**config.mk**
```make
export PLATFORM = sky130hd
export DESIGN_NAME = rx_tlp_trigger_pg
export DESIGN_NICKNAME = d
export VERILOG_FILES = /design/src/rtl/rx_tlp_trigger_pg.sv
export SDC_FILE = /design/constraint.sdc
export NUM_CORES = 1
export LEC_CHECK = 0
export ABC_AREA = 1
export CELL_PAD_IN_SITES_DETAIL_PLACEMENT = 0
export CELL_PAD_IN_SITES_GLOBAL_PLACEMENT = 1
export CORE_ASPECT_RATIO = 0.75
export CORE_MARGIN = 2
export CORE_UTILIZATION = 42
export CTS_BUF_LIST = sky130_fd_sc_hd__clkbuf_16
export DETAILED_ROUTE_END_ITERATION = 10
export GPL_TIMING_DRIVEN = 0
export PLACE_DENSITY_LB_ADDON = 0.1
export SLEW_MARGIN = 0
export SYNTH_ARGS = -nofsm -noshare
export SYNTH_HDL_FRONTEND = slang
export SYNTH_SLANG_ARGS = --single-unit
```
**constraint.sdc**
```tcl
create_clock -name clk -period 3.4 [get_ports clk]
set_clock_uncertainty 0.1 [all_clocks]
set_input_delay 0.85 -clock clk [delete_from_list [all_inputs] [get_ports clk]]
set_output_delay 0.85 -clock clk [all_outputs]
set_load 0.005 [all_outputs]
```
**src/rtl/rx_tlp_trigger_pg.sv**
```systemverilog
// Decides when full-size, partial "last" and page-close DMA-write TLP requests
// are issued, based on the committed RX ring write pointer and the host page offset.
module rx_tlp_trigger_pg #(
    parameter int AW      = 15,
    parameter int MAX_QW  = 16,
    parameter int PAGE_QW = 262144,
    parameter int HDR_QW  = 16,
    parameter int TW      = 16
) (
    input  logic                    clk,
    input  logic                    reset_n,
    input  logic [AW-1:0]           commited_wr_address,
    input  logic [TW-1:0]           timeout_value,
    input  logic                    huge_page_available,
    output logic                    trigger_tlp,
    input  logic                    trigger_tlp_ack,
    output logic                    send_last_tlp,
    output logic                    change_huge_page,
    input  logic                    change_huge_page_ack,
    output logic [$clog2(MAX_QW):0] qwords_to_send,
    output logic [AW-1:0]           commited_rd_address
);
    localparam int QW_W  = $clog2(MAX_QW) + 1;
    localparam int OFF_W = $clog2(PAGE_QW) + 1;
    localparam int CW    = ((AW > OFF_W) ? AW : OFF_W) + 1;

    typedef enum logic [2:0] {IDLE, FULL, LAST, CLOSE, SETTLE} state_t;

    state_t           state, state_n;
    logic [AW-1:0]    diff, rd, rd_n;
    logic [OFF_W-1:0] off, off_n, room;
    logic [TW-1:0]    tcnt;
    logic             trig_n, last_n, chg_n;
    logic [QW_W-1:0]  qw_n;
    logic [CW-1:0]    diff_w, room_w;
    logic             dirty, expired;

    assign room    = OFF_W'(PAGE_QW) - off;
    assign diff_w  = CW'(diff);
    assign room_w  = CW'(room);
    assign dirty   = (off != OFF_W'(HDR_QW));
    assign expired = (timeout_value != '0) && (tcnt >= timeout_value);

    assign commited_rd_address = rd;

    always_comb begin
        state_n = state;
        trig_n  = trigger_tlp;
        last_n  = send_last_tlp;
        chg_n   = change_huge_page;
        qw_n    = qwords_to_send;
        rd_n    = rd;
        off_n   = off;
        case (state)
            IDLE: begin
                if (huge_page_available) begin
                    if (diff_w >= CW'(MAX_QW)) begin
                        if (room_w >= CW'(MAX_QW)) begin
                            qw_n    = QW_W'(MAX_QW);
                            trig_n  = 1'b1;
                            state_n = FULL;
                        end else if (room != '0) begin
                            qw_n    = QW_W'(room);
                            last_n  = 1'b1;
                            state_n = LAST;
                        end else begin
                            chg_n   = 1'b1;
                            state_n = CLOSE;
                        end
                    end else if (expired) begin
                        if ((diff != '0) && (room != '0)) begin
                            qw_n    = (diff_w < room_w) ? QW_W'(diff) : QW_W'(room);
                            last_n  = 1'b1;
                            state_n = LAST;
                        end else if (dirty) begin
                            chg_n   = 1'b1;
                            state_n = CLOSE;
                        end
                    end
                end
            end
            FULL: begin
                if (trigger_tlp_ack) begin
                    trig_n  = 1'b0;
                    rd_n    = rd + AW'(MAX_QW);
                    off_n   = off + OFF_W'(MAX_QW);
                    state_n = SETTLE;
                end
            end
            LAST: begin
                if (change_huge_page_ack) begin
                    last_n  = 1'b0;
                    rd_n    = rd + AW'(qwords_to_send);
                    off_n   = OFF_W'(HDR_QW);
                    state_n = SETTLE;
                end
            end
            CLOSE: begin
                if (change_huge_page_ack) begin
                    chg_n   = 1'b0;
                    off_n   = OFF_W'(HDR_QW);
                    state_n = SETTLE;
                end
            end
            SETTLE:  state_n = IDLE;
            default: state_n = IDLE;
        endcase
    end

    // tcnt saturates so a long idle period cannot wrap back below the timeout
    always_ff @(posedge clk or negedge reset_n) begin
        if (!reset_n) begin
            state            <= IDLE;
            diff             <= '0;
            rd               <= '0;
            off              <= OFF_W'(HDR_QW);
            tcnt             <= '0;
            trigger_tlp      <= 1'b0;
            send_last_tlp    <= 1'b0;
            change_huge_page <= 1'b0;
            qwords_to_send   <= '0;
        end else begin
            state            <= state_n;
            diff             <= commited_wr_address - rd;
            rd               <= rd_n;
            off              <= off_n;
            trigger_tlp      <= trig_n;
            send_last_tlp    <= last_n;
            change_huge_page <= chg_n;
            qwords_to_send   <= qw_n;
            if (state != IDLE) begin
                tcnt <= '0;
            end else if (tcnt != '1) begin
                tcnt <= tcnt + TW'(1);
            end
        end
    end

endmodule

```
## Word-level counts from Yosys, hierarchy flattened

Cells that the tools add are included.

- Bits in registers: 76
- Word-level logic and storage cells: 108

- Magnitude comparators: 4
- $add $sub $neg: 6
- Reductions and logical operators: 23
- Equal/unequal tests: 21
- Mux-type cells: 45

Operators with widths:

| kind | number |
|---|---|
| $mux 19 | 2 |
| $pmux 19 s2 | 1 |
| $mux 16 | 2 |
| $mux 15 | 2 |
| $mux 5 | 6 |
| $pmux 15 s2 | 1 |
| $mux 3 | 7 |
| $ne 3x3->1 const B | 7 |
| $add 19x5->19 const B | 1 |
| $ge 19x5->1 const B | 1 |
| $lt 15x19->1 | 1 |
| $mux 1 | 19 |
| $ne 19x5->1 const B | 1 |
| $reduce_bool 19->1 | 1 |
| $sub 19x19->19 const A | 1 |
| $add 16x1->16 const B | 1 |
| $ge 16x16->1 | 1 |
| $ne 16x16->1 const B | 1 |
| $reduce_bool 16->1 | 1 |
| $reduce_bool 2->1 | 8 |
| $add 15x5->15 | 1 |
| $add 15x5->15 const B | 1 |
| $ge 15x5->1 const B | 1 |
| $reduce_and 5->1 | 3 |
| other kinds (18) | 28 |

## Longest topological paths before layout

Gate-level depths: netlist of run 1.

- Word-level depth: 8
- Mapped depth: 19
- Depth with buffers taken out: 18

## Worst setup path before layout of run 1

OpenSTA, ideal clock, no wires.

- Path type: flip-flop to flip-flop
- From: register off[4]
- To: register qwords_to_send[4]
- Required time: 3,182 ps
- Cell stages (with the launch flop): 17
- Period minus slack after synthesis: 2,579 ps
- Library setup time: 118 ps
- Path slack: 821 ps
- Data arrival time: 2,360 ps
- Cells stage by stage: dfstp_2 -> inv_1 -> ha_1 -> nand2_4 -> nor2_8 -> xor2_4 -> ha_1 -> a21oi_1 -> nor3_1 -> a211oi_1 -> nand2_1 -> nand2_1 -> nand2_1 -> nand3_1 -> nand2_1 -> nand4_1 -> nand2_1

- Longest elaborated chain between the ends: 6

RTL lines:

| what | RTL line | text |
|---|---|---|
| start, declared | 31 | `logic [OFF_W-1:0] off, off_n, room;` |
| start signal, assigned | 116 | `off <= OFF_W'(HDR_QW);` |
| start signal, assigned | 126 | `off <= off_n;` |
| $sub 19x19->19 * | 38 | `assign room = OFF_W'(PAGE_QW) - off;` |
| $lt 15x19->1 | 72 | `qw_n = (diff_w < room_w) ? QW_W'(diff) : QW_W'(room);` |
| $mux 5 | 72 |  |
| $mux 5 | 71 | `if ((diff != '0) && (room != '0)) begin` |
| $mux 5 | 70 | `end else if (expired) begin` |
| $mux 5 | 57 | `if (diff_w >= CW'(MAX_QW)) begin` |
| end signal, assigned | 130 | `qwords_to_send <= qw_n;` |
| end, declared | 20 | `output logic [$clog2(MAX_QW):0] qwords_to_send,` |

Mark *: on every way between the ends. The rest lies on a longest branch, timed or not. The select of a mux whose other input is x is not followed.
A chain may end at the register's enable or synchronous reset.

## Worst setup path after layout of run 1

Same ends and word-level chain as after synthesis.

==> tab_implementation.tex, run 1 <==
\begin{tabular}{lr}
\hline
Metric & Value \\
\hline
\multicolumn{2}{l}{\textbf{Run status}} \\
Outcome & finished clean \\
\multicolumn{2}{l}{\textbf{Yosys}} \\
Async set-reset flop share out of synthesis & 100\% \\
Share of Yosys cell area claimed by the top area cell type & about 32\% \\
Top post-synthesis cells by area & sky130\_fd\_sc\_hd\_\_dfrtp\_1, sky130\_fd\_sc\_hd\_\_ha\_1, sky130\_fd\_sc\_hd\_\_nand2\_1 \\
Synth warnings & 0 \\
Sequential element share of the synthesized area & between 30\% and 40\% \\
Post-synth net total & about 830 \\
Per-instance average area after synthesis & 7.48 um2 \\
Cell variety after synth & 47 \\
Largest area contributor in the netlist & sky130\_fd\_sc\_hd\_\_dfrtp\_1 \\
Most used flip-flop cell after synthesis & sky130\_fd\_sc\_hd\_\_dfrtp\_1 \\
Post-synthesis sequential element count & 72 \\
Cell area after technology mapping & around 5500 um2 \\
Count of flip-flops with a built-in enable after synthesis & 0 \\
Post-Synthesis Cells & $\sim$740 \\
\multicolumn{2}{l}{\textbf{CTS}} \\
Max Buffers Root-to-Sink & 2 \\
TritonCTS clock tree & done \\
Clock root buffer master & sky130\_fd\_sc\_hd\_\_clkbuf\_16 \\
CTS resizes & 0 \\
Setup bufs post-CTS & 0 \\
Register clock-pin slew on the reported worst setup and hold paths & approximately 0.06 ns \\
Hold buffers post-CTS & 0 \\
Number of clock buffers inserted by TritonCTS & 9 \\
Count of clock tree sinks & 72 \\
Max H-tree Level & 3 \\
Worst-Skew Late Latency & 0.33 ns \\
\multicolumn{2}{l}{\textbf{Placement}} \\
Detailed Place HPWL & about 11 mm \\
GPL Wtd Cong & 0.866 \\
Area after detailed placement & between 6000 and 7000 um2 \\
Count of buffers inserted at the top-level ports & 58 \\
\multicolumn{2}{l}{\textbf{Pwr}} \\
Net switching power & around 1.6 mW \\
Internal power of the cells & between 2 and 2.5 mW \\
Net switching fraction of the power & $\sim$40\% \\
Peak ir drop on the vdd network & between 0.3 and 0.4 mV \\
Relative contribution of combinational cells to total power & roughly 43\% \\
Sequential Power Share & 30.8\% \\
Leakage Power & $\sim$3.3 nW \\
Clock network power share & a little over a quarter \\
Tot Pwr & slightly below 4 mW \\
Power per unit of standard cell area & 589 nW/um2 \\
\multicolumn{2}{l}{\textbf{Global routing}} \\
Global-route congestion overflow total & 0 \\
Combined global-route utilization of all metal layers & just over 20\% \\
Via count of the first global-routing pass & 4692 \\
Global-route wire length before repair & 22.7 mm \\
Largest net degree at the start of global routing & 54 \\
Antenna violations before repair & 0 \\
\multicolumn{2}{l}{\textbf{Floorplan}} \\
Die boundary width & 136 um \\
Placeable core region & approximately 13000 um2 \\
Cell Rows & 36 \\
Count of pins on the block boundary & about 60 \\
Starting Density & between 40\% and 50\% \\
Height of the chip & a little over 100 um \\
Die Outline Area & roughly 14000 um2 \\
\multicolumn{2}{l}{\textbf{Detailed routing}} \\
Post-detailed-route count of antenna-violating nets & 0 \\
DR WL/cell & about 14 um \\
Total number of vias & $\sim$5000 \\
Count of unresolved DRC violations after routing & 0 \\
Starting DRC count in detailed routing & between 200 and 300 \\
Detailed-routing iteration count for the pre-antenna-repair pass & 6 \\
Sum of routed wire length over all layers & around 14 mm \\
Routed via count divided by cell count & about 5 \\
\multicolumn{2}{l}{\textbf{Finish}} \\
Summed area of non-filler cells in the final layout & 6650 um2 \\
Area growth, synth to finish & 20.7\% \\
Layout cell share with drive strength beyond 1 & just over 7\% \\
NumNets Final & 897 \\
Antenna diode count & 0 \\
Fill cell count & around 1300 \\
Finished Core Util & 51.6\% \\
\multicolumn{2}{l}{\textbf{STA}} \\
Highest clock frequency the design can meet & $\sim$330 MHz \\
Total setup violations reported at the end of the flow & 0 \\
Fin. max-slew vios & 0 \\
Final worst path period need & $\sim$3.0 ns \\
Worst Max-Slew Pin Slew & around 0.53 ns \\
Rel. slew slack & between 60 and 70\% \\
Number of endpoints with negative hold slack in the final report & 0 \\
Fin Hold WS & slightly below 0.3 ns \\
Final critical-path share of the clock period & a little under 90\% \\
RSZ-0062 raised after global routing & no \\
\multicolumn{2}{l}{\textbf{Setup path}} \\
Maximum net fanout on the critical path & 8 \\
Setup crit start kind & flip-flop \\
CP Data Arrival Time & roughly 3.1 ns \\
Kind of end point of the critical path & flip-flop \\
Critical setup path kind & flip-flop to flip-flop \\
Required time at the worst-slack endpoint & roughly 3.5 ns \\
\multicolumn{2}{l}{\textbf{Job}} \\
Maximum capacitance violations & 0 \\
\multicolumn{2}{l}{\textbf{Min path}} \\
Class of the most critical hold timing path & primary input to async pin \\
\hline
\end{tabular}
power by group through the flow:
stage | Sequential, mW | Clock (mW) | Combinational [mW]
after floorplan | 1.18 | 0 | 1.20
after global placement | 1.21 | 0 | 1.64
after CTS | 1.20 | 1.04 | 1.70
final | 1.20 | 1.02 | 1.69
after detailed placement | 1.22 | 0 | 1.68
after global routing | 1.23 | 1.08 | 1.96
metrics by stage:
step           std cells  setup TNS (ns)  setup WS (ns)
3_3_place_gp         965          -85.69          -1.21
4_1_cts              982               0          0.389
6_report             982               0          0.382
5_1_grt              982               0          0.141
2_1_floorplan        736               0          0.821
3_5_place_dp         966               0         0.0625
state kept, by name (all words and copies together), names as in the netlist:
register and count:
diff 15, commited_rd_address 15, off 15, tcnt 16, trigger_tlp 1, send_last_tlp 1
state 3, qwords_to_send 5, change_huge_page 1
layout by cell type (no fill, tap or decap), types with 2 or more instances in the layout:
cell type,instances
sky130_fd_sc_hd__xnor2_1,5
sky130_fd_sc_hd__nand3_1,40
sky130_fd_sc_hd__nor2_4,4
sky130_fd_sc_hd__inv_2,3
sky130_fd_sc_hd__o21a_1,3
sky130_fd_sc_hd__o31ai_1,2
sky130_fd_sc_hd__inv_1,95
sky130_fd_sc_hd__clkdlybuf4s50_1,57
sky130_fd_sc_hd__nand3b_1,2
sky130_fd_sc_hd__bufinv_16,2
sky130_fd_sc_hd__a31oi_1,7
sky130_fd_sc_hd__fa_1,2
sky130_fd_sc_hd__xor2_1,24
sky130_fd_sc_hd__o21ai_0,30
sky130_fd_sc_hd__clkbuf_16,9
sky130_fd_sc_hd__nor4_1,9
sky130_fd_sc_hd__clkbuf_1,2
sky130_fd_sc_hd__o22ai_1,3
sky130_fd_sc_hd__o21ai_1,5
sky130_fd_sc_hd__a21o_1,2
sky130_fd_sc_hd__and3_1,2
sky130_fd_sc_hd__nand2_2,7
sky130_fd_sc_hd__nor2_1,80
sky130_fd_sc_hd__ha_1,53
sky130_fd_sc_hd__dfrtp_1,71
sky130_fd_sc_hd__buf_2,2
sky130_fd_sc_hd__nor3_1,26
sky130_fd_sc_hd__a21oi_1,39
sky130_fd_sc_hd__nor2_2,5
sky130_fd_sc_hd__nand3_2,3
sky130_fd_sc_hd__nand2_1,170
sky130_fd_sc_hd__nand2_4,6
sky130_fd_sc_hd__a211oi_1,4
sky130_fd_sc_hd__nand4_1,13
sky130_fd_sc_hd__buf_6,2
cell usage after synthesis (2+ instances only):
| library cell | count |
|---|---|
| sky130_fd_sc_hd__nand2_1 | 170 |
| sky130_fd_sc_hd__inv_1 | 95 |
| sky130_fd_sc_hd__nor2_1 | 80 |
| sky130_fd_sc_hd__dfrtp_1 | 71 |
| sky130_fd_sc_hd__ha_1 | 53 |
| sky130_fd_sc_hd__nand3_1 | 40 |
| sky130_fd_sc_hd__a21oi_1 | 39 |
| sky130_fd_sc_hd__o21ai_0 | 30 |
| sky130_fd_sc_hd__nor3_1 | 26 |
| sky130_fd_sc_hd__xor2_1 | 24 |
| sky130_fd_sc_hd__nand4_1 | 13 |
| sky130_fd_sc_hd__nor4_1 | 9 |
| sky130_fd_sc_hd__a31oi_1 | 7 |
| sky130_fd_sc_hd__nand2_2 | 7 |
| sky130_fd_sc_hd__nand2_4 | 6 |
| sky130_fd_sc_hd__nor2_2 | 5 |
| sky130_fd_sc_hd__o21ai_1 | 5 |
| sky130_fd_sc_hd__xnor2_1 | 5 |
| sky130_fd_sc_hd__a211oi_1 | 4 |
| sky130_fd_sc_hd__nor2_4 | 4 |
| sky130_fd_sc_hd__inv_2 | 3 |
| sky130_fd_sc_hd__nand3_2 | 3 |
| sky130_fd_sc_hd__o21a_1 | 3 |
| sky130_fd_sc_hd__o22ai_1 | 3 |
| sky130_fd_sc_hd__a21o_1 | 2 |
| sky130_fd_sc_hd__and3_1 | 2 |
| sky130_fd_sc_hd__buf_2 | 2 |
| sky130_fd_sc_hd__buf_6 | 2 |
| sky130_fd_sc_hd__clkbuf_1 | 2 |
| sky130_fd_sc_hd__fa_1 | 2 |
| sky130_fd_sc_hd__nand3b_1 | 2 |
| sky130_fd_sc_hd__o31ai_1 | 2 |
cells by family after synthesis:
logic type / after synthesis / share of synthesized area (%)
simple gates: 374 / 31.6
fa+ha+maj: 55 / 12.8
buf+inv: 104 / 7.41
flops: 72 / 32.7
xor+xnor: 30 / 5.11
compound gates: 101 / 10.4
per-layer routing:
layer / vias up / GRT usage (%) / wire [um]
li1: 2571 / - / -
met4: 0 / 4.41 / 78
met3: 6 / 3.88 / 547
met2: 97 / 29.2 / 5570
met1: 2364 / 32.0 / 7570
met5: - / 0 / 0
worst paths after layout:
kind,from,end,slack (ns),cells past startpoint
worst max-delay path,off[4]$_DFFE_PN1P_,qwords_to_send[4]$_DFFE_PN0P_,0.38,17
worst min-delay path,reset_n,tcnt[14]$_DFFE_PN0P_,0.30,1
worst max register to register,off[4]$_DFFE_PN1P_,qwords_to_send[4]$_DFFE_PN0P_,0.38,17
worst min register to register,change_huge_page$_DFFE_PN0P_,change_huge_page$_DFFE_PN0P_,0.39,2
max in group asynchronous,reset_n,off[4]$_DFFE_PN1P_,2.32,2
min in group clk,change_huge_page$_DFFE_PN0P_,change_huge_page$_DFFE_PN0P_,0.39,2
layout make-up:
| class | instances | area (um2) | area share (%) |
|---|---|---|---|
| plain buffers | 6 | 40.0 | 0.603 |
| clock buffers | 9 | 225 | 3.39 |
| clock inverters | 7 | 93.8 | 1.41 |
| inverters | 98 | 368 | 5.54 |
| multi-input cells | 560 | 3300 | 49.6 |
| flip-flops and latches | 72 | 1800 | 27.1 |
| well taps | 171 | 214 | 3.22 |
| repair buffers | 59 | 606 | 9.11 |
critical path, stage by stage, from the launching register on:
cell and delay [ns]:
sky130_fd_sc_hd__dfstp_2 0.61, sky130_fd_sc_hd__inv_1 0.14, sky130_fd_sc_hd__ha_1 0.31, sky130_fd_sc_hd__nand2_4 0.14, sky130_fd_sc_hd__xor2_1 0.30, sky130_fd_sc_hd__ha_1 0.31, sky130_fd_sc_hd__a21oi_1 0.15, sky130_fd_sc_hd__nor2_1 0.05
sky130_fd_sc_hd__nor2_1 0.08, sky130_fd_sc_hd__nand4_1 0.09, sky130_fd_sc_hd__nand2_1 0.06, sky130_fd_sc_hd__nand2_1 0.07, sky130_fd_sc_hd__nand2_1 0.15, sky130_fd_sc_hd__nand2_1 0.07, sky130_fd_sc_hd__nand3_1 0.07, sky130_fd_sc_hd__nand2_1 0.06
sky130_fd_sc_hd__nand4_1 0.09, sky130_fd_sc_hd__nand2_1 0.07
Power figures use the tool's default switching activity.
==> run 2: changes to the inputs <==
- REMOVE_ABC_BUFFERS: not set -> 1
- SLEW_MARGIN: 0 -> not set
==> tab_implementation.tex, run 2 (synthesis gave the netlist of run 1 again) <==
\begin{tabular}{lr}
\hline
Metric & Value \\
\hline
\multicolumn{2}{l}{\textbf{STA}} \\
Highest clock frequency the design can meet & 322 MHz (was 331 MHz) \\
Rel. slew slack & 54.4\% (was 64.2\%) \\
Total negative setup slack & 0 ns (unchanged) \\
Total setup violations reported at the end of the flow & 0 (unchanged) \\
Worst Setup Slack, final & 0.294 ns (was 0.382 ns) \\
Number of endpoints with negative hold slack in the final report & 0 (unchanged) \\
RSZ-0062 raised after global routing & no (unchanged) \\
Worst Max-Slew Pin Slew & 0.684 ns (was 0.534 ns) \\
Fin. max-slew vios & 0 (unchanged) \\
Final worst path period need & 3.11 ns (was 3.02 ns) \\
Final critical-path share of the clock period & 91.4\% (was 88.8\%) \\
\multicolumn{2}{l}{\textbf{Run status}} \\
Outcome & finished clean (unchanged) \\
\multicolumn{2}{l}{\textbf{Floorplan}} \\
Die Outline Area & 14100 um2 (unchanged) \\
Placeable core region & 12900 um2 (unchanged) \\
Starting Density & 42.7\% (unchanged) \\
Height of the chip & 103 um (unchanged) \\
Die boundary width & 136 um (unchanged) \\
Cell Rows & 36 (unchanged) \\
Count of pins on the block boundary & 59 (unchanged) \\
\multicolumn{2}{l}{\textbf{CTS}} \\
Count of clock tree sinks & 72 (unchanged) \\
Clock root buffer master & sky130\_fd\_sc\_hd\_\_clkbuf\_16 (unchanged) \\
Number of clock buffers inserted by TritonCTS & 9 (unchanged) \\
Worst-Skew Late Latency & 0.34 ns (was 0.33 ns) \\
TritonCTS clock tree & done (unchanged) \\
Hold buffers post-CTS & 0 (unchanged) \\
Register clock-pin slew on the reported worst setup and hold paths & 0.06 ns (about the same) \\
Max H-tree Level & 3 (unchanged) \\
Max Buffers Root-to-Sink & 2 (unchanged) \\
\multicolumn{2}{l}{\textbf{Detailed routing}} \\
Metal2 WL & 5.42 mm (was 5.57 mm) \\
Post-detailed-route count of antenna-violating nets & 0 (unchanged) \\
Detailed-routing iteration count for the pre-antenna-repair pass & 5 (was 6) \\
Routed via count divided by cell count & 5.10 (was 5.13) \\
DR WL/cell & 13.9 um (was 14.0 um) \\
Starting DRC count in detailed routing & 349 (was 292) \\
Sum of routed wire length over all layers & 13.6 mm (was 13.8 mm) \\
DR WL met3 & 504 um (was 547 um) \\
Count of unresolved DRC violations after routing & 0 (unchanged) \\
Met1 wire length & 7.53 mm (was 7.57 mm) \\
Total number of vias & 4982 (was 5038) \\
Highest metal layer with signal wires & met4 (unchanged) \\
\multicolumn{2}{l}{\textbf{Placement}} \\
Count of buffers inserted at the top-level ports & 58 (unchanged) \\
Pre-CTS worst setup slack & -0.258 ns (was 0.0625 ns) \\
GPL Wtd Cong & 0.895 (was 0.866) \\
Detailed Place HPWL & 10.9 mm (was 11.1 mm) \\
\multicolumn{2}{l}{\textbf{Finish}} \\
Area growth, synth to finish & 19.5\% (was 20.7\%) \\
Number of flip-flops in the largest register & 16 (unchanged) \\
NumNets Final & 891 (was 897) \\
Register with the most flip-flops & tcnt (unchanged) \\
Antenna diode count & 0 (unchanged) \\
Layout cell share with drive strength beyond 1 & 6.71\% (was 7.15\%) \\
Most frequent cells in the layout & sky130\_fd\_sc\_hd\_\_nand2\_1, sky130\_fd\_sc\_hd\_\_inv\_1, sky130\_fd\_sc\_hd\_\_nor2\_1, sky130\_fd\_sc\_hd\_\_dfrtp\_1, sky130\_fd\_sc\_hd\_\_clkdlybuf4s50\_1 (unchanged) \\
Most frequent standard cell in the layout excluding fill and tap cells & sky130\_fd\_sc\_hd\_\_nand2\_1 (unchanged) \\
\multicolumn{2}{l}{\textbf{Setup path}} \\
Worst reg2reg endpoint & qwords\_to\_send[4]\$\_DFFE\_PN0P\_ (unchanged) \\
Setup crit start kind & primary input (was flip-flop) \\
Required time at the worst-slack endpoint & 3.52 ns (about the same) \\
Kind of end point of the critical path & flip-flop (unchanged) \\
Setup crit start & change\_huge\_page\_ack (was off[4]\$\_DFFE\_PN1P\_) \\
Maximum net fanout on the critical path & 11 (was 8) \\
CP Data Arrival Time & 3.22 ns (was 3.14 ns) \\
Start of the worst register-to-register path & off[4]\$\_DFFE\_PN1P\_ (unchanged) \\
Critical setup path kind & primary input to flip-flop (was flip-flop to flip-flop) \\
R2r setup slk & 0.41 ns (was 0.38 ns) \\
R2r worst-path depth & 16 (was 17) \\
\multicolumn{2}{l}{\textbf{Pwr}} \\
Power per unit of standard cell area & 577 nW/um2 (was 589 nW/um2) \\
Leakage Power & 3.26 nW (was 3.30 nW) \\
Tot Pwr & 3.80 mW (was 3.91 mW) \\
Peak ir drop on the vdd network & 0.364 mV (was 0.336 mV) \\
\multicolumn{2}{l}{\textbf{Min path}} \\
Class of the most critical hold timing path & primary input to async pin (unchanged) \\
\multicolumn{2}{l}{\textbf{Global routing}} \\
Via count of the first global-routing pass & 4743 (was 4692) \\
Combined global-route utilization of all metal layers & 21.2\% (was 20.5\%) \\
Global-route wire length before repair & 23.4 mm (was 22.7 mm) \\
Antenna violations before repair & 0 (unchanged) \\
Global-route congestion overflow total & 0 (unchanged) \\
Largest net degree at the start of global routing & 53 (was 54) \\
\multicolumn{2}{l}{\textbf{Job}} \\
Maximum capacitance violations & 0 (unchanged) \\
\hline
\end{tabular}
-- run 2: cell types whose count changed in the layout (fill, tap and decap cells not counted), sizes merged --
cell and change:
buf -4, bufinv -1, clkbuf -2, clkinv +1
-- run 2: cell type report --
| cell class | instances | area [um2] |
|---|---|---|
| Fill cell | 1251 | 6300 |
| Multi-Input combinational cell | 560 | 3300 |
| Sequential cell | 72 | 1800 |
| Timing Repair Buffer | 59 | 606 |
| Inverter | 98 | 368 |
| Clock buffer | 9 | 225 |
| Tap cell | 171 | 214 |
| Clock inverter | 7 | 63.8 |
-- run 2: report_power, final --
part | internal [mW] | switching [mW]
clock | 0.561 | 0.373
combinational | 0.653 | 0.995
sequential | 1.03 | 0.188
-- run 2: worst max-delay path by stage --
| stage | to | cells past startpoint | slack [ns] |
|---|---|---|---|
| after floorplan | qwords_to_send[4]$_DFFE_PN0P_ | 16 | 0.81 |
| after detailed placement | off[17]$_DFFE_PN0P_ | 12 | -0.26 |
| after global routing | off[17]$_DFFE_PN0P_ | 12 | 0.009 |
| after global placement | commited_rd_address[13]$_DFFE_PN0P_ | 1 | -1.20 |
| after CTS | off[17]$_DFFE_PN0P_ | 12 | 0.06 |
| final | off[17]$_DFFE_PN0P_ | 12 | 0.29 |
-- run 2: repair_timing --
item	4_1_cts	5_1_grt
resized for setup	0	1
endpoints found under the setup margin	0	3
buffers inserted	0	0
-- run 2: metal layers --
metal / GRT usage [%] / up-vias
met5: 0 / -
met4: 5.69 / 0
met3: 3.64 / 14
met2: 29.6 / 89
met1: 33.2 / 2304
li1: - / 2575
-- run 2: worst max-delay path: stages --
cell and delay (ns):
sky130_fd_sc_hd__clkdlybuf4s50_1 0.49, sky130_fd_sc_hd__inv_1 0.11, sky130_fd_sc_hd__nand2_1 0.10, sky130_fd_sc_hd__nand2_1 0.11, sky130_fd_sc_hd__nor2_2 0.42, sky130_fd_sc_hd__nand3_1 0.22, sky130_fd_sc_hd__nor2_1 0.21, sky130_fd_sc_hd__nand3_1 0.21
sky130_fd_sc_hd__nor2_1 0.22, sky130_fd_sc_hd__nand2_1 0.10, sky130_fd_sc_hd__o21ai_1 0.12, sky130_fd_sc_hd__a21oi_1 0.05
-- run 2: per-stage QoR --
step | instances | hold WS [ns] | cell area, um2 | utilization (%)
2_1_floorplan | 730 | 0.364 | 5470 | -
3_3_place_gp | 959 | 0.373 | 6260 | 48.6
3_5_place_dp | 960 | 0.379 | 6290 | 48.8
4_1_cts | 976 | 0.299 | 6580 | 51.0
5_1_grt | 976 | 0.310 | 6580 | 51.1
6_report | 976 | 0.297 | 6580 | 51.1
==> run 3: changes to the inputs <==
- CORE_MARGIN: 2 -> 1.5
==> tab_implementation.tex, run 3 (synthesis gave the netlist of run 1 again) <==
\begin{tabular}{lr}
\hline
Metric & Value \\
\hline
\multicolumn{2}{l}{\textbf{CTS}} \\
Number of clock buffers inserted by TritonCTS & 9 (unchanged) \\
TritonCTS clock tree & done (unchanged) \\
Max H-tree Level & 3 (unchanged) \\
Count of clock tree sinks & 72 (unchanged) \\
Clock root buffer master & sky130\_fd\_sc\_hd\_\_clkbuf\_16 (unchanged) \\
Register clock-pin slew on the reported worst setup and hold paths & 0.06 ns (about the same) \\
Worst-Skew Late Latency & 0.33 ns (was 0.34 ns) \\
Max Buffers Root-to-Sink & 2 (unchanged) \\
\multicolumn{2}{l}{\textbf{Finish}} \\
Layout cell share with drive strength beyond 1 & 6.71\% (unchanged) \\
Register with the most flip-flops & tcnt (unchanged) \\
Antenna diode count & 0 (unchanged) \\
Fill cell count & 1268 (was 1251) \\
NumNets Final & 891 (unchanged) \\
Most frequent standard cell in the layout excluding fill and tap cells & sky130\_fd\_sc\_hd\_\_nand2\_1 (unchanged) \\
Number of flip-flops in the largest register & 16 (unchanged) \\
Area growth, synth to finish & 19.4\% (was 19.5\%) \\
Most frequent cells in the layout & sky130\_fd\_sc\_hd\_\_nand2\_1, sky130\_fd\_sc\_hd\_\_inv\_1, sky130\_fd\_sc\_hd\_\_nor2\_1, sky130\_fd\_sc\_hd\_\_dfrtp\_1, sky130\_fd\_sc\_hd\_\_clkdlybuf4s50\_1 (unchanged) \\
Summed area of non-filler cells in the final layout & 6580 um2 (about the same) \\
\multicolumn{2}{l}{\textbf{STA}} \\
Fin. max-slew vios & 0 (unchanged) \\
Fin Hold WS & 0.362 ns (was 0.297 ns) \\
Number of endpoints with negative hold slack in the final report & 0 (unchanged) \\
Final worst path period need & 3.06 ns (was 3.11 ns) \\
Final critical-path share of the clock period & 90.0\% (was 91.4\%) \\
Highest clock frequency the design can meet & 327 MHz (was 322 MHz) \\
Rel. slew slack & 56.1\% (was 54.4\%) \\
Worst Max-Slew Pin Slew & 0.658 ns (was 0.684 ns) \\
Worst Setup Slack, final & 0.341 ns (was 0.294 ns) \\
Total setup violations reported at the end of the flow & 0 (unchanged) \\
RSZ-0062 raised after global routing & no (unchanged) \\
\multicolumn{2}{l}{\textbf{Detailed routing}} \\
Starting DRC count in detailed routing & 407 (was 349) \\
Detailed-routing iteration count for the pre-antenna-repair pass & 4 (was 5) \\
Count of unresolved DRC violations after routing & 0 (unchanged) \\
Routed via count divided by cell count & 5.16 (was 5.10) \\
Post-detailed-route count of antenna-violating nets & 0 (unchanged) \\
Total number of vias & 5032 (was 4982) \\
Sum of routed wire length over all layers & 13.5 mm (was 13.6 mm) \\
DR WL/cell & 13.8 um (was 13.9 um) \\
\multicolumn{2}{l}{\textbf{Floorplan}} \\
Placeable core region & 12900 um2 (unchanged) \\
Height of the chip & 102 um (was 103 um) \\
Die Outline Area & 13800 um2 (was 14100 um2) \\
Starting Density & 42.7\% (unchanged) \\
Cell Rows & 36 (unchanged) \\
Count of pins on the block boundary & 59 (unchanged) \\
Die boundary width & 135 um (was 136 um) \\
\multicolumn{2}{l}{\textbf{Global routing}} \\
Global-route wire length before repair & 22.5 mm (was 23.4 mm) \\
Antenna violations before repair & 0 (unchanged) \\
Combined global-route utilization of all metal layers & 20.8\% (was 21.2\%) \\
Global-route congestion overflow total & 0 (unchanged) \\
Largest net degree at the start of global routing & 39 (was 53) \\
Via count of the first global-routing pass & 4539 (was 4743) \\
\multicolumn{2}{l}{\textbf{Pwr}} \\
Peak ir drop on the vdd network & 0.322 mV (was 0.364 mV) \\
Leakage Power & 3.26 nW (about the same) \\
Power per unit of standard cell area & 577 nW/um2 (about the same) \\
\multicolumn{2}{l}{\textbf{Setup path}} \\
Start of the worst register-to-register path & off[4]\$\_DFFE\_PN1P\_ (unchanged) \\
Kind of end point of the critical path & flip-flop (unchanged) \\
Worst reg2reg endpoint & qwords\_to\_send[4]\$\_DFFE\_PN0P\_ (unchanged) \\
Critical setup path kind & flip-flop to flip-flop (was primary input to flip-flop) \\
R2r setup slk & 0.34 ns (was 0.41 ns) \\
R2r worst-path depth & 17 (was 16) \\
CP Data Arrival Time & 3.18 ns (was 3.22 ns) \\
Setup crit start kind & flip-flop (was primary input) \\
Required time at the worst-slack endpoint & 3.52 ns (about the same) \\
Maximum net fanout on the critical path & 8 (was 11) \\
\multicolumn{2}{l}{\textbf{Run status}} \\
Outcome & finished clean (unchanged) \\
\multicolumn{2}{l}{\textbf{Job}} \\
Maximum capacitance violations & 0 (unchanged) \\
\multicolumn{2}{l}{\textbf{Placement}} \\
Detailed Place HPWL & 10.8 mm (was 10.9 mm) \\
Count of buffers inserted at the top-level ports & 58 (unchanged) \\
GPL Wtd Cong & 0.889 (was 0.895) \\
Area after detailed placement & 6280 um2 (was 6290 um2) \\
Pre-CTS worst setup slack & -0.344 ns (was -0.258 ns) \\
\multicolumn{2}{l}{\textbf{Min path}} \\
Class of the most critical hold timing path & primary input to async pin (unchanged) \\
\hline
\end{tabular}
[run 3: worst max-delay path: stages (launching register included)]
cell,delay (ns)
sky130_fd_sc_hd__dfstp_2,0.63
sky130_fd_sc_hd__inv_1,0.16
sky130_fd_sc_hd__ha_1,0.32
sky130_fd_sc_hd__nand2_4,0.15
sky130_fd_sc_hd__xor2_1,0.28
sky130_fd_sc_hd__ha_1,0.31
sky130_fd_sc_hd__a21oi_1,0.16
sky130_fd_sc_hd__nor2_1,0.05
sky130_fd_sc_hd__nor2_1,0.08
sky130_fd_sc_hd__nand4_1,0.09
sky130_fd_sc_hd__nand2_1,0.07
sky130_fd_sc_hd__nand2_1,0.07
sky130_fd_sc_hd__nand2_1,0.16
sky130_fd_sc_hd__nand2_1,0.07
sky130_fd_sc_hd__nand3_1,0.07
sky130_fd_sc_hd__nand2_1,0.05
sky130_fd_sc_hd__nand4_1,0.08
sky130_fd_sc_hd__nand2_1,0.06
[run 3: layout make-up]
| cell class | instances | area, um2 | area share [%] |
|---|---|---|---|
| multi-input cells | 560 | 3300 | 50.2 |
| flip-flops and latches | 72 | 1800 | 27.4 |
| repair buffers | 59 | 598 | 9.10 |
| inverters | 98 | 368 | 5.59 |
| clock buffers | 9 | 225 | 3.43 |
| well taps | 171 | 214 | 3.25 |
| clock inverters | 7 | 63.8 | 0.971 |
[run 3: power breakdown]
group,switching [mW],internal [mW]
clock network,0.365,0.561
logic,1.00,0.655
registers,0.189,1.03
[run 3: timing repair]
item                       in CTS  in global routing
buffers inserted                0                  0
hold buffers                    0                  0
setup endpoints to repair       1                  1
resized for setup               1                  1
[run 3: worst max-delay path by stage]
stage,start,endpoint,slack [ns],depth (start not counted)
finish,off[4]$_DFFE_PN1P_,qwords_to_send[4]$_DFFE_PN0P_,0.34,17
global route,off[4]$_DFFE_PN1P_,qwords_to_send[4]$_DFFE_PN0P_,0.03,17
CTS,change_huge_page_ack,off[17]$_DFFE_PN0P_,0.23,12
detailed placement,change_huge_page_ack,off[17]$_DFFE_PN0P_,-0.34,12
global placement,reset_n,commited_rd_address[2]$_DFFE_PN0P_,-1.22,1
floorplan,off[4]$_DFFE_PN1P_,qwords_to_send[4]$_DFFE_PN0P_,0.81,16
[run 3: metrics by stage]
| step | power (mW) | util, % | setup TNS, ns | std cells |
|---|---|---|---|---|
| 3_3_place_gp | 2.82 | 48.6 | -87.22 | 959 |
| 2_1_floorplan | 2.35 | - | 0 | 730 |
| 6_report | 3.80 | 51.0 | 0 | 976 |
| 3_5_place_dp | 2.87 | 48.7 | -0.691 | 960 |
| 5_1_grt | 4.16 | 51.0 | 0 | 976 |
| 4_1_cts | 3.83 | 51.0 | 0 | 976 |
[run 3: layer usage]
layer | global-route usage (%) | share of wire [%] | up-vias | routed length (um)
met1 | 33.3 | 56 | 2372 | 7580
li1 | - | - | 2571 | -
met2 | 28.7 | 40 | 82 | 5330
met5 | 0 | 0 | - | 0
met4 | 3.80 | 0.63 | 0 | 85
met3 | 3.97 | 3.6 | 7 | 491
==> variant 1, RTL diff (config.mk and constraints of run 3) <==
`qwords_to_send` no longer has a reset.
--- a/src/rtl/rx_tlp_trigger_pg.sv
+++ b/src/rtl/rx_tlp_trigger_pg.sv
@@ -118,7 +118,6 @@
             trigger_tlp      <= 1'b0;
             send_last_tlp    <= 1'b0;
             change_huge_page <= 1'b0;
-            qwords_to_send   <= '0;
         end else begin
             state            <= state_n;
             diff             <= commited_wr_address - rd;
@@ -127,7 +126,6 @@
             trigger_tlp      <= trig_n;
             send_last_tlp    <= last_n;
             change_huge_page <= chg_n;
-            qwords_to_send   <= qw_n;
             if (state != IDLE) begin
                 tcnt <= '0;
             end else if (tcnt != '1) begin
@@ -136,5 +134,9 @@
         end
     end
 
+    always_ff @(posedge clk) begin
+        qwords_to_send <= qw_n;
+    end
+
 endmodule
 
Formal check against the unedited RTL: differs if reset_n is asserted again (counterexample within 4 cycles, from zero or initial values and one cycle with reset_n low); with reset_n held inactive, the same outputs for 10 cycles.
==> variant 1 against run 3 <==
Sequential power up 3%. Wire length up 1.9%. Combinational power up 8%. Count of clock-buffer cells in the layout unchanged. Critical endpoint is now diff[14]. Design area up 0.36%. Worst setup slack worse by 0.019 ns. Sequential cell count unchanged. Cell count down 0.41%. Area after synthesis up 0.11%. Total power up 4.9%.
==> variant 1: results (changes against run 3) <==
- Hold Path Class: flip-flop to flip-flop (was input port to async pin)
- Post-Place Cells: 956 (was 960)
- DR vias/cell: 5.13 (was 5.16)
- Share of layout cells above drive strength 1: 9.36% (was 6.71%)
- First-pass GRT wire length: 23.2 mm (was 22.5 mm)
- Worst Path Max Fanout: 3 (was 8)
- Routed len/inst: 14.1 um (was 13.8 um)
- Synth cell count leaders: nand2_1 (155), inv_1 (97), nor2_1 (72) (was nand2_1 (170), inv_1 (95), nor2_1 (80))
- Dpl cell area: 6310 um2 (was 6280 um2)
- Status: completed (unchanged)
- Number of nets in the layout: 887 (was 891)
- Final wirelength: 13.7 mm (was 13.5 mm)
- Worst R2R Path Depth: 15 (was 17)
- CP arrival: 3.23 ns (was 3.18 ns)
- Synth cell types: 53 (was 47)
- Sequential-to-total area share from yosys stat: 33.2% (was 32.7%)
- Synth area leaders: dfrtp_1 (30%), ha_1 (12%), nand2_1 (11%), inv_1 (6.6%), nor2_1 (4.9%) (was dfrtp_1 (32%), ha_1 (12%), nand2_1 (12%), inv_1 (6.5%), nor2_1 (5.5%))
- GRT Total Usage: 21.3% (was 20.8%)
- TritonRoute pass-1 iters: 5 (was 4)
- Reg-to-reg critical path endpoint: qwords_to_send[1] (was qwords_to_send[4])
- Vias in the first global route: 4732 (was 4539)
- CTS resizes: 0 (was 1)
- Detailed Route Iter0 Violations: 345 (was 407)
- Sw Share: 41.6% (was 40.9%)
- Ys async rst share: 93.1% (was 100%)
- Pre-CTS setup slack: -0.0480 ns (was -0.344 ns)
- Post-Syn Instances: 730 (was 736)
- Placer Congestion: 0.845 (was 0.889)
- Maximum VDD drop: 0.376 mV (was 0.322 mV)
- DP HPWL: 10.8 mm (about the same)
## variant 1: changes by cell type after synthesis, moves of 5 or more
cell and change:
nand2_1 -15, edfxtp_1 +5, nor3_2 +5, nand3_1 +5, dfrtp_1 -5, nor3_1 -11
xor2_1 -6, nor2_1 -8, inv_2 +7, nand2_2 +6, nand2_4 -6, nor2_2 +5
## variant 1: how the worst max path moves through the flow
stage / from / endpoint / slack, ns / cells past startpoint
2_1_floorplan: commited_wr_address[0] / diff[14] / 0.70 / 11
3_3_place_gp: reset_n / commited_rd_address[13] / -1.08 / 1
3_5_place_dp: commited_wr_address[0] / diff[14] / -0.05 / 12
4_1_cts: commited_wr_address[0] / diff[14] / 0.30 / 12
5_1_grt: off[5] / qwords_to_send[4] / 0.15 / 14
6_report: commited_wr_address[0] / diff[14] / 0.32 / 12
## variant 1: worst max-delay path, stage by stage
cell and delay (ns):
clkdlybuf4s50_1 0.45, inv_1 0.04, ha_1 0.22, fa_1 0.41, inv_1 0.07, nand3_1 0.06
nand3_1 0.14, inv_1 0.07, o221ai_1 0.22, a21boi_0 0.24, o31ai_1 0.29, xor2_1 0.17
## variant 1: logic make-up after synthesis
group / Yosys count / share of synthesized area, %
fa+ha+maj: 55 / 12.8
xor+xnor: 25 / 4.11
simple gates: 356 / 30.3
compound gates: 111 / 12.0
buf+inv: 111 / 7.67
flops: 72 / 33.2
## variant 1: per-stage QoR
stage / total power [uW] / hold WS [ns] / util (%)
floorplan: 2480 / 0.364 / -
global placement: 3000 / 0.374 / 48.8
detailed placement: 3050 / 0.387 / 49.0
CTS: 4000 / 0.400 / 51.2
global route: 4320 / 0.420 / 51.2
finish: 3980 / 0.396 / 51.2
## variant 1: area by class of cell
type	count	area (um2)
timing repair buffer	59	606
clock inverter	7	62.6
fill	1267	6280
clock buffer	9	225
inverter	107	402
sequential	72	1830
multi-input combinational	547	3260
tap	171	214
## variant 1: power by group through the flow
stage / registers (uW) / clock network (uW) / logic [uW]
2_1_floorplan: 1220 / 0 / 1260
3_3_place_gp: 1260 / 0 / 1740
3_5_place_dp: 1260 / 0 / 1790
4_1_cts: 1250 / 948 / 1800
5_1_grt: 1280 / 980 / 2060
6_report: 1260 / 925 / 1800
## variant 1: metal layers
| layer | up-vias | global-route usage (%) | part of all wire (%) |
|---|---|---|---|
| met3 | 13 | 5.01 | 4.7 |
| met2 | 112 | 31.1 | 40 |
| met1 | 2302 | 32.0 | 54 |
| met5 | - | 0 | 0 |
| li1 | 2555 | - | - |
| met4 | 0 | 4.38 | 1.1 |
==> variant 2, RTL diff (flow settings as in run 3) <==
Made on the original files. The parameter `MAX_QW` goes from 16 to 32.
--- a/src/rtl/rx_tlp_trigger_pg.sv
+++ b/src/rtl/rx_tlp_trigger_pg.sv
@@ -2,7 +2,7 @@
 // are issued, based on the committed RX ring write pointer and the host page offset.
 module rx_tlp_trigger_pg #(
     parameter int AW      = 15,
-    parameter int MAX_QW  = 16,
+    parameter int MAX_QW  = 32,
     parameter int PAGE_QW = 262144,
     parameter int HDR_QW  = 16,
     parameter int TW      = 16
Interface: changed (resized qwords_to_send); port bits go from 59 to 60. No check against the original RTL was run, so the function may have changed too.
==> variant 2 against run 3 <==
The run now ends with DRC left. Area after synthesis rose by 7.0%. Critical path depth fell by 7. Sequential power rose by 13%. Via count rose by 8.6%. Worst setup slack got worse by 0.020 ns. Clock power rose by 17%. Design area rose by 7.0%. Sequential cell count rose by 1. Wire length rose by 13%. Total power rose by 15%.
==> variant 2: results (changes against run 3) <==
- Status: finished, violations left (was completed)
- Failing checks: DRC
- Inverters, non-clock: 114 (was 98)
- Maximum VDD drop: 0.419 mV (was 0.322 mV)
- GRT Total Usage: 21.6% (was 20.8%)
- TritonRoute pass-1 iters: 8 (was 4)
- Drc violations: 1 (was 0)
- Placer Congestion: 0.946 (was 0.889)
- Dpl cell area: 6700 um2 (was 6280 um2)
- Vias in the first global route: 5235 (was 4539)
- Mean Syn Cell Area: 7.34 um2 (was 7.48 um2)
- Crit-path max cell delay: 0.45 ns (was 0.63 ns)
- Fill count: 1332 (was 1268)
- Synth cell count leaders: nand2_1 (184), inv_1 (102), nor2_1 (77) (was nand2_1 (170), inv_1 (95), nor2_1 (80))
- Slew @ Worst Pin: 0.725 ns (was 0.658 ns)
- Cell-internal power: 2550 uW (was 2240 uW)
- Pwr Density: 622 nW/um2 (was 577 nW/um2)
- First-pass GRT wire length: 25.5 mm (was 22.5 mm)
- Bufs w/o clock: 60 (was 59)
- Synth Area in Adders: 12.4% (was 12.8%)
- Share of layout cells above drive strength 1: 9.27% (was 6.71%)
- Post-Syn Instances: 802 (was 736)
- Worst R2R Path Depth: 19 (was 17)
- Non-filler cells, final: 1049 (was 976)
- Final wirelength: 15.3 mm (was 13.5 mm)
- Detailed Route Iter0 Violations: 312 (was 407)
- Slowest-stage cell, CP: clkdlybuf4s50_1 (was dfstp_2)
- Number of nets in the layout: 962 (was 891)
==> variant 2: changes by cell type after synthesis, moves of 5 or more <==
cell and delta:
nand2_1 +14, a21oi_1 +13, nand2_2 +10, nand4_1 +10, inv_2 +8, o21ai_0 +8
inv_1 +7, nor3_1 -7, a31oi_1 -5
==> variant 2: final timing paths <==
kind	from	end	slack, ns
max in group asynchronous	reset_n	off[4]	2.33
hold reg to reg	change_huge_page	change_huge_page	0.37
setup reg to reg	off[4]	qwords_to_send[4]	0.38
setup / recovery	commited_wr_address[0]	diff[14]	0.32
min in group clk	change_huge_page	change_huge_page	0.37
hold / removal	reset_n	tcnt[13]	0.28
==> variant 2: per-layer routing <==
metal  vias to the layer above  GRT usage (%)  share of wire [%]
met5                         -              0                  0
met3                        17           3.04                5.0
met4                         0           5.49                1.3
li1                       2782              -                  -
met2                       150           33.7                 43
met1                      2517           31.4                 51
